===== src/rtl/bcd6_candidate_gen.sv =====
// Packed-BCD candidate producer: walks an inclusive BCD range, optionally skipping
// straight to the next value whose digits never decrease from MSD to LSD.
//
// state   | meaning
// IDLE    | waiting for start after reset
// RUN     | out_value holds a candidate, out_valid high
// DONE    | range exhausted or rejected; done sticky, accepts a new start
module bcd6_candidate_gen #(
    parameter int DIGITS = 6,
    parameter int CNT_W  = 20
) (
    input  logic                clk,
    input  logic                rst,
    input  logic                start,
    input  logic [4*DIGITS-1:0] start_value,
    input  logic [4*DIGITS-1:0] end_value,
    input  logic                mono_skip,
    output logic                out_valid,
    input  logic                out_ready,
    output logic [4*DIGITS-1:0] out_value,
    output logic                busy,
    output logic                done,
    output logic                err,
    output logic [CNT_W-1:0]    count
);
    localparam int W = 4 * DIGITS;

    localparam logic [1:0] ST_IDLE = 2'd0;
    localparam logic [1:0] ST_RUN  = 2'd1;
    localparam logic [1:0] ST_DONE = 2'd2;

    logic [1:0]   state;
    logic         mono_q;
    logic [W-1:0] end_q;
    logic [W-1:0] load_value;
    logic [W-1:0] next_value;
    logic         range_bad;

    // Smallest non-decreasing value >= v: each digit is raised to the running max above it.
    function automatic logic [W-1:0] bcd_fill(input logic [W-1:0] v);
        logic [W-1:0] r;
        logic [3:0]   run_max;
        r       = '0;
        run_max = 4'd0;
        for (int i = DIGITS - 1; i >= 0; i--) begin
            if (v[4*i +: 4] > run_max) run_max = v[4*i +: 4];
            r[4*i +: 4] = run_max;
        end
        return r;
    endfunction

    function automatic logic [W-1:0] bcd_inc(input logic [W-1:0] v);
        logic [W-1:0] r;
        logic         carry;
        r     = v;
        carry = 1'b1;
        for (int i = 0; i < DIGITS; i++) begin
            if (carry) begin
                if (v[4*i +: 4] == 4'd9) begin
                    r[4*i +: 4] = 4'd0;
                end else begin
                    r[4*i +: 4] = v[4*i +: 4] + 4'd1;
                    carry       = 1'b0;
                end
            end
        end
        return r;
    endfunction

    function automatic logic bcd_bad(input logic [W-1:0] v);
        logic bad;
        bad = 1'b0;
        for (int i = 0; i < DIGITS; i++) begin
            if (v[4*i +: 4] > 4'd9) bad = 1'b1;
        end
        return bad;
    endfunction

    // Valid BCD words compare correctly as plain unsigned binary.
    always_comb begin
        range_bad  = bcd_bad(start_value) | bcd_bad(end_value);
        load_value = mono_skip ? bcd_fill(start_value) : start_value;
        next_value = bcd_inc(out_value);
        if (mono_q) next_value = bcd_fill(next_value);
    end

    always_ff @(posedge clk or negedge rst) begin
        if (!rst) begin
            state     <= ST_IDLE;
            out_value <= '0;
            count     <= '0;
            err       <= 1'b0;
            mono_q    <= 1'b0;
            end_q     <= '0;
        end else begin
            case (state)
                ST_IDLE, ST_DONE: begin
                    if (start) begin
                        count  <= '0;
                        mono_q <= mono_skip;
                        err    <= 1'b0;
                        end_q  <= end_value;
                        if (range_bad) begin
                            state <= ST_DONE;
                            err   <= 1'b1;
                        end else if (load_value > end_value) begin
                            state <= ST_DONE;
                        end else begin
                            state     <= ST_RUN;
                            out_value <= load_value;
                        end
                    end
                end
                ST_RUN: begin
                    if (out_ready) begin
                        count <= count + CNT_W'(1);
                        if (out_value == end_q || next_value > end_q) begin
                            state <= ST_DONE;
                        end else begin
                            out_value <= next_value;
                        end
                    end
                end
                default: state <= ST_IDLE;
            endcase
        end
    end

    assign out_valid = (state == ST_RUN);
    assign busy      = (state == ST_RUN);
    assign done      = (state == ST_DONE);

endmodule


===== config.mk =====
export PLATFORM = sky130hd
export DESIGN_NAME = bcd6_candidate_gen
export DESIGN_NICKNAME = d
export VERILOG_FILES = /design/src/rtl/bcd6_candidate_gen.sv
export SDC_FILE = /design/constraint.sdc
export NUM_CORES = 1
export LEC_CHECK = 0
export ABC_CLOCK_PERIOD_IN_PS = 23400
export CAP_MARGIN = 10
export CORE_MARGIN = 2
export CORE_UTILIZATION = 45
export CTS_CLUSTER_SIZE = 12
export DETAILED_ROUTE_END_ITERATION = 6
export DONT_BUFFER_PORTS = 1
export PLACE_DENSITY = 0.65
export SLEW_MARGIN = 0
export SYNTH_ARGS = -nofsm -noshare
export SYNTH_HDL_FRONTEND = slang
export SYNTH_SLANG_ARGS = --single-unit
export TNS_END_PERCENT = 30

===== constraint.sdc =====
create_clock -name clk -period 23.4 [get_ports clk]
set_input_delay 4.68 -clock clk [delete_from_list [all_inputs] [get_ports clk]]
set_output_delay 4.68 -clock clk [all_outputs]
set_load 0.005 [all_outputs]

**After elaboration in Yosys (flattened, before gate mapping)**

Index checks and enable logic that the tools add are counted.

- Add/sub/neg operators: 7
- Order comparisons: 26
- Equal/unequal tests: 15
- Mux-type cells: 67
- Bitwise logic cells: 1
- Reductions and logical operators: 8

Operator list:

| operator | number |
|---|---|
| 24-bit 2-to-1 mux | 7 |
| 4-bit 2-to-1 mux | 28 |
| 24-bit > comparator | 2 |
| 4-bit > comparator, second input constant | 12 |
| 24-bit case mux with 2 select lines | 1 |
| 4-bit > comparator | 10 |
| 20-bit 2-to-1 mux | 2 |
| 20-bit case mux with 2 select lines | 1 |
| 4-bit by 1-bit adder with 4-bit output, second input constant | 6 |
| 24-bit == test | 1 |
| 4-bit == test, second input constant | 6 |
| 1-bit 2-to-1 mux | 22 |
| 20-bit by 1-bit adder with 20-bit output, second input constant | 1 |
| 2-bit 2-to-1 mux | 5 |
| 2-bit != test, second input constant | 5 |
| 4-bit by 1-bit > comparator with 1-bit output, second input constant | 2 |
| 3-bit AND reduction | 2 |
| 6-bit AND reduction | 1 |
| 2-bit case mux with 2 select lines | 1 |
| 2-bit by 1-bit == test with 1-bit output, second input constant | 1 |
| 2-bit == test, second input constant | 1 |
| 2-bit zero test | 1 |
| 2-bit by 1-bit != test with 1-bit output, second input constant | 1 |
| 2-bit AND reduction | 1 |
| other kinds (4) | 4 |

- Register bits: 72
- Output and inout bits: 48

**Longest topological paths before layout**

- Depth in word-level cells: 30
- Depth in mapped cells: 59
- Mapped depth without buffers: 56

**Least setup slack after synthesis**

OpenSTA, ideal clock, no wires.

- Kind: input to register
- Start: in start_value[21]
- End: reg out_value[0]
- Arrival: 13417 ps
- Setup slack: 9918 ps
- Stages: 51
- Buffers on the path: 1
- Cell sequence: inv_1 > ha_1 > nor2b_1 > o21a_1 > o21a_1 > o21ai_1 > mux2i_1 > ha_1 > nor2b_1 > o21ai_0 > nand2b_1 > a21oi_1 > a41o_1 > mux2i_1 > inv_1 > ha_1 > nor2b_1 > o21ai_0 > [15 not listed] > o21ai_0 > nand2b_1 > a21oi_1 > o21ai_1 > mux2_2 > ha_1 > nor2b_1 > o21a_1 > o21a_1 > o21a_1 > o21a_1 > o2111ai_1 > a211oi_1 > o31ai_1 > nand2_1 > nand2_1 > clkbuf_1 > o221a_2

- Cells in the longest elaborated chain, start to end: 17
- Elaborated cells on any way between the ends: 24

Ends and longest elaborated chain:

| element | line | text |
|---|---|---|
| start: declaration | 15 | `input logic [4*DIGITS-1:0] start_value,` |
| parallel branches: the longest is 17 deep, another holds 4-bit by 1-bit > comparator with 1-bit output | -- |  |
| end signal: assignment | 110 | `out_value <= load_value;` |
| end signal: assignment | 120 | `out_value <= next_value;` |
| end: declaration | 20 | `output logic [4*DIGITS-1:0] out_value,` |

Parallel ways; which one is timed is not known. The select of a mux whose other input is x is not followed.
A chain may end at the register's enable or synchronous reset.

**Worst setup path after layout**

- Start: in start_value[21]
- End: reg out_value[16]

- Cells in the longest elaborated chain, start to end: 16
- Elaborated cells on any way between the ends: 24

Ends and longest elaborated chain:

| element | line | text |
|---|---|---|
| 4-bit by 1-bit > comparator with 1-bit output | 46 | `if (v[4*i +: 4] > run_max) run_max = v[4*i +: 4];` |
| 4-bit 2-to-1 mux | 46 |  |
| 4-bit > comparator | 46 |  |
| 4-bit 2-to-1 mux | 46 |  |
| 4-bit > comparator | 46 |  |
| 4-bit 2-to-1 mux | 46 |  |
| 4-bit > comparator | 46 |  |
| 4-bit 2-to-1 mux | 46 |  |
| 4-bit > comparator | 46 |  |
| 4-bit 2-to-1 mux | 46 |  |
| 4-bit > comparator | 46 |  |
| 4-bit 2-to-1 mux | 46 |  |
| 24-bit 2-to-1 mux | 82 | `load_value = mono_skip ? bcd_fill(start_value) : start_value;` |
| 24-bit > comparator | 106 | `end else if (load_value > end_value) begin` |
| 2-bit != test (no source line) | -- |  |
| 6-bit AND reduction (no source line) | -- |  |

Parallel ways exist; a longest one is shown, timed or not. The select of a mux whose other input is x is not followed.

==> summary.md <==
| Metric | Value |
|---|---|
| Top cells by area, synth | dfrtp_1 (24%), ha_1 (15%), o21ai_0 (6.0%) |
| VDD IR-drop max | 0.04219 mV |
| Syn nets | 1053 |
| Tightest Hold Check Type | register to register |
| Distinct cells, synth | 72 |
| Syn Inst Count | 910 |
| Ys flop type | dfrtp_1 |
| Routed vias/inst | 5.704 |
| Most numerous cell in the Yosys netlist | nand2_1 |
| Clk_lat worst skew | 0.34 ns |
| Final TNS setup | 0 ns |
| DIE HEIGHT | 132.0 microns |
| Sw Ratio | 0.4075 |
| CP max stage cell | nand2_1 |
| Nature of the critical path endpoint | register |
| CTS tree | yes |
| Horiz. Die Dim | 132.0 microns |
| Max Cap Viol | 0 |
| CTS H-tree lvls | 3 |
| Initial drt markers | 473 |
| Post-Syn Area | 0.007367 sq mm |
| Global-route wire length before repair | 32500 microns |
| I/O Pins | 101 |
| Status | finished, final reports clean |
| Grt ovf | 0 |
| Synthesis-to-layout area growth | 6.505% |
| Synth top area share | 0.2446 |
| Worst Setup Start Kind | input pin |
| Postcts setup bufs | 0 |
| CTS max path bufs | 2 |
| Clock-pin slew on the worst setup and hold paths | 0.06 ns |
| F_max | 0.06949 GHz |
| Fin crit share | 0.6150 |
| Placed inst area | 0.007515 sq mm |
| Int Power | 0.0003635 W |
| Measured slew at the worst slew-check pin | 0.7139 ns |
| Combinational share of power | 0.511 |
| Final hold vios | 0 |
| Largest net degree at the start of global routing | 73 |
| Drt wl/cell | 17.99 microns |
| Crit path time final | 14.39 ns |
| Post-synth ARST share | 1.000 |
| Yosys reg bits | 72 |
| Synth top cells by count | nand2_1 (96), inv_1 (91), ha_1 (90) |
| Ys Warns | 0 |
| Hold_sp | err$_DFFE_PN0P_ |
| # port buffers | 0 |
| Sw power | 0.0002500 W |
| Layout Nets | 1034 |
| Critical path type | input pin to register |
| Core ar. | 0.01594 sq mm |
| Leak | 3.894 nW |
| Power share of the sequential group | 0.243 |
| Gp weighted congestion | 0.9500 |
| Final WL | 20010 microns |
| Leading area contributor after synthesis | dfrtp_1 |
| RSZ-0062 raised after global routing | no |
| Detail Route Antenna Nets | 0 |
| Max stage delay on crit path | 0.52 ns |
| Initial core utilization | 0.4621 |
| Crit path required time | 23.62 ns |
| CTS sink count | 72 |
| Sequential share of the synthesized area | 0.2446 |
| CTS root buf | clkbuf_16 |
| Number of global-route vias before repair | 6090 |
| Total CTS buffers | 9 |
| Die area | 0.01741 sq mm |
| Hold_buf cts | 0 |
| Slew Viols, Final | 0 |
| Layout cell share with drive strength beyond 1 | 0.06585 |
| Final setup violation count | 0 |
| Crit Path Max Fanout | 15 |
| DR vias | 6343 |
| Clock share of power | 0.246 |
| PwrDens | 78.19 mW/mm^2 |
| Post-synth EDFFs | 0 |
| GRT Total Usage | 0.2332 |
| DRT Pass-1 Iters | 5 |
| Post-route cell area | 0.007846 sq mm |
| Worst setup path start | start_value[21] |
| Syn avg cell area | 8.096 sq um |
| Slew margin rel. | 0.5230 |
| Cts repair resizes | 0 |
| Worst flop-to-flop path startpoint | out_value[0]$_DFFE_PN0P_ |
| Worst Skew | 0.007363 ns |
| CP arrival | 14.61 ns |
| N_diodes | 0 |
| Post-DP HPWL | 16290 microns |
| Initial antenna violation count | 0 |
| Num rows | 46 |
| R2R Setup Slk | 9.18 ns |
| Residual DRC | 0 |
layout make-up:
class / instances / area [sq um]
fillers: 1536 / 8097
multi-input cells: 712 / 5064
flip-flops and latches: 72 / 1802
inverters: 91 / 341.6
well taps: 216 / 270.3
clock buffers: 10 / 239.0
clock inverters: 6 / 92.59
repair buffers: 5 / 37.54
worst max-delay path, delay by kind of cell:
kind	cells	cell delay [ns]
AOI/OAI and AO/OA	23	4.24
adders and majority gates	6	1.73
buffers and inverters	3	0.17
muxes	5	1.85
and+or+nand+nor	13	1.96
per-layer routing:
layer  GRT usage  wire length, microns
met5           0                     0
met4     0.07971                   483
met3     0.05421                  1438
met2      0.3620                  8657
met1      0.3191                  9426
cells by family (layout without fill, tap and decap cells):
kind of cell             count (synthesis)  count (layout)  share of synthesized area
AND/OR/NAND/NOR                        298             298                     0.2058
AO/OA/AOI/OAI                          220             220                     0.1906
buffers and inverters                  126             112                    0.06912
adder cells (fa/ha/maj)                 90              90                     0.1529
flip-flops                              72              72                     0.2446
multiplexers                            55              55                    0.07880
XOR/XNOR                                49              49                    0.05825
power by group through the flow:
stage / Sequential, W / Combinational [W] / Clock (W)
after floorplan: 0.000144 / 0.000249 / 0
after global placement: 0.000151 / 0.000304 / 0
after detailed placement: 0.000151 / 0.000308 / 0
after CTS: 0.000149 / 0.000311 / 0.000152
after global routing: 0.000151 / 0.000355 / 0.000158
final: 0.000149 / 0.000314 / 0.000151
final timing paths:
path                                             end  cells past startpoint
hold / removal                       err$_DFFE_PN0P_                      2
setup reg to reg           out_value[16]$_DFFE_PN0P_                     49
min in group asynchronous      end_q[21]$_DFFE_PN0P_                      0
max in group asynchronous  out_value[15]$_DFFE_PN0P_                      0
hold reg to reg                      err$_DFFE_PN0P_                      2
setup / recovery           out_value[16]$_DFFE_PN0P_                     50
layout by cell type, fill, tap and decap left out, types with 3 or more instances in the layout:
| master | n |
|---|---|
| a211oi_1 | 3 |
| a21o_1 | 24 |
| a21oi_1 | 40 |
| a22oi_1 | 4 |
| a31oi_1 | 7 |
| a41o_1 | 3 |
| and2_1 | 4 |
| and3_1 | 7 |
| and4_1 | 5 |
| buf_4 | 5 |
| clkbuf_16 | 9 |
| dfrtp_1 | 72 |
| ha_1 | 90 |
| inv_1 | 91 |
| mux2_2 | 20 |
| mux2i_1 | 34 |
| nand2_1 | 96 |
| nand2b_1 | 11 |
| nand3_1 | 24 |
| nand4_1 | 26 |
| nor2_1 | 60 |
| nor2b_1 | 16 |
| nor3_1 | 16 |
| nor4_1 | 6 |
| o211ai_1 | 5 |
| o21a_1 | 12 |
| o21ai_0 | 89 |
| or3_1 | 7 |
| xnor2_1 | 16 |
| xor2_1 | 33 |
stage by stage:
step	util	instances	total power [W]	hold WS, ns	setup WS [ns]
5_1_grt	0.4922	1112	0.0006634	0.6103	8.021
2_1_floorplan	-	910	0.0003927	0.4717	9.918
3_5_place_dp	0.4714	1096	0.0004596	0.5641	8.695
3_3_place_gp	0.4714	1096	0.0004552	0.5526	9.065
4_1_cts	0.4922	1112	0.0006119	0.5757	9.033
6_report	0.4922	1112	0.0006135	0.5678	9.009
registers in the layout (all words and copies together), names as in the netlist:
name	count
end_q	24
mono_q	1
count	20
state	2
err	1
out_value	24
No activity file was read; power rests on OpenSTA's default activity.
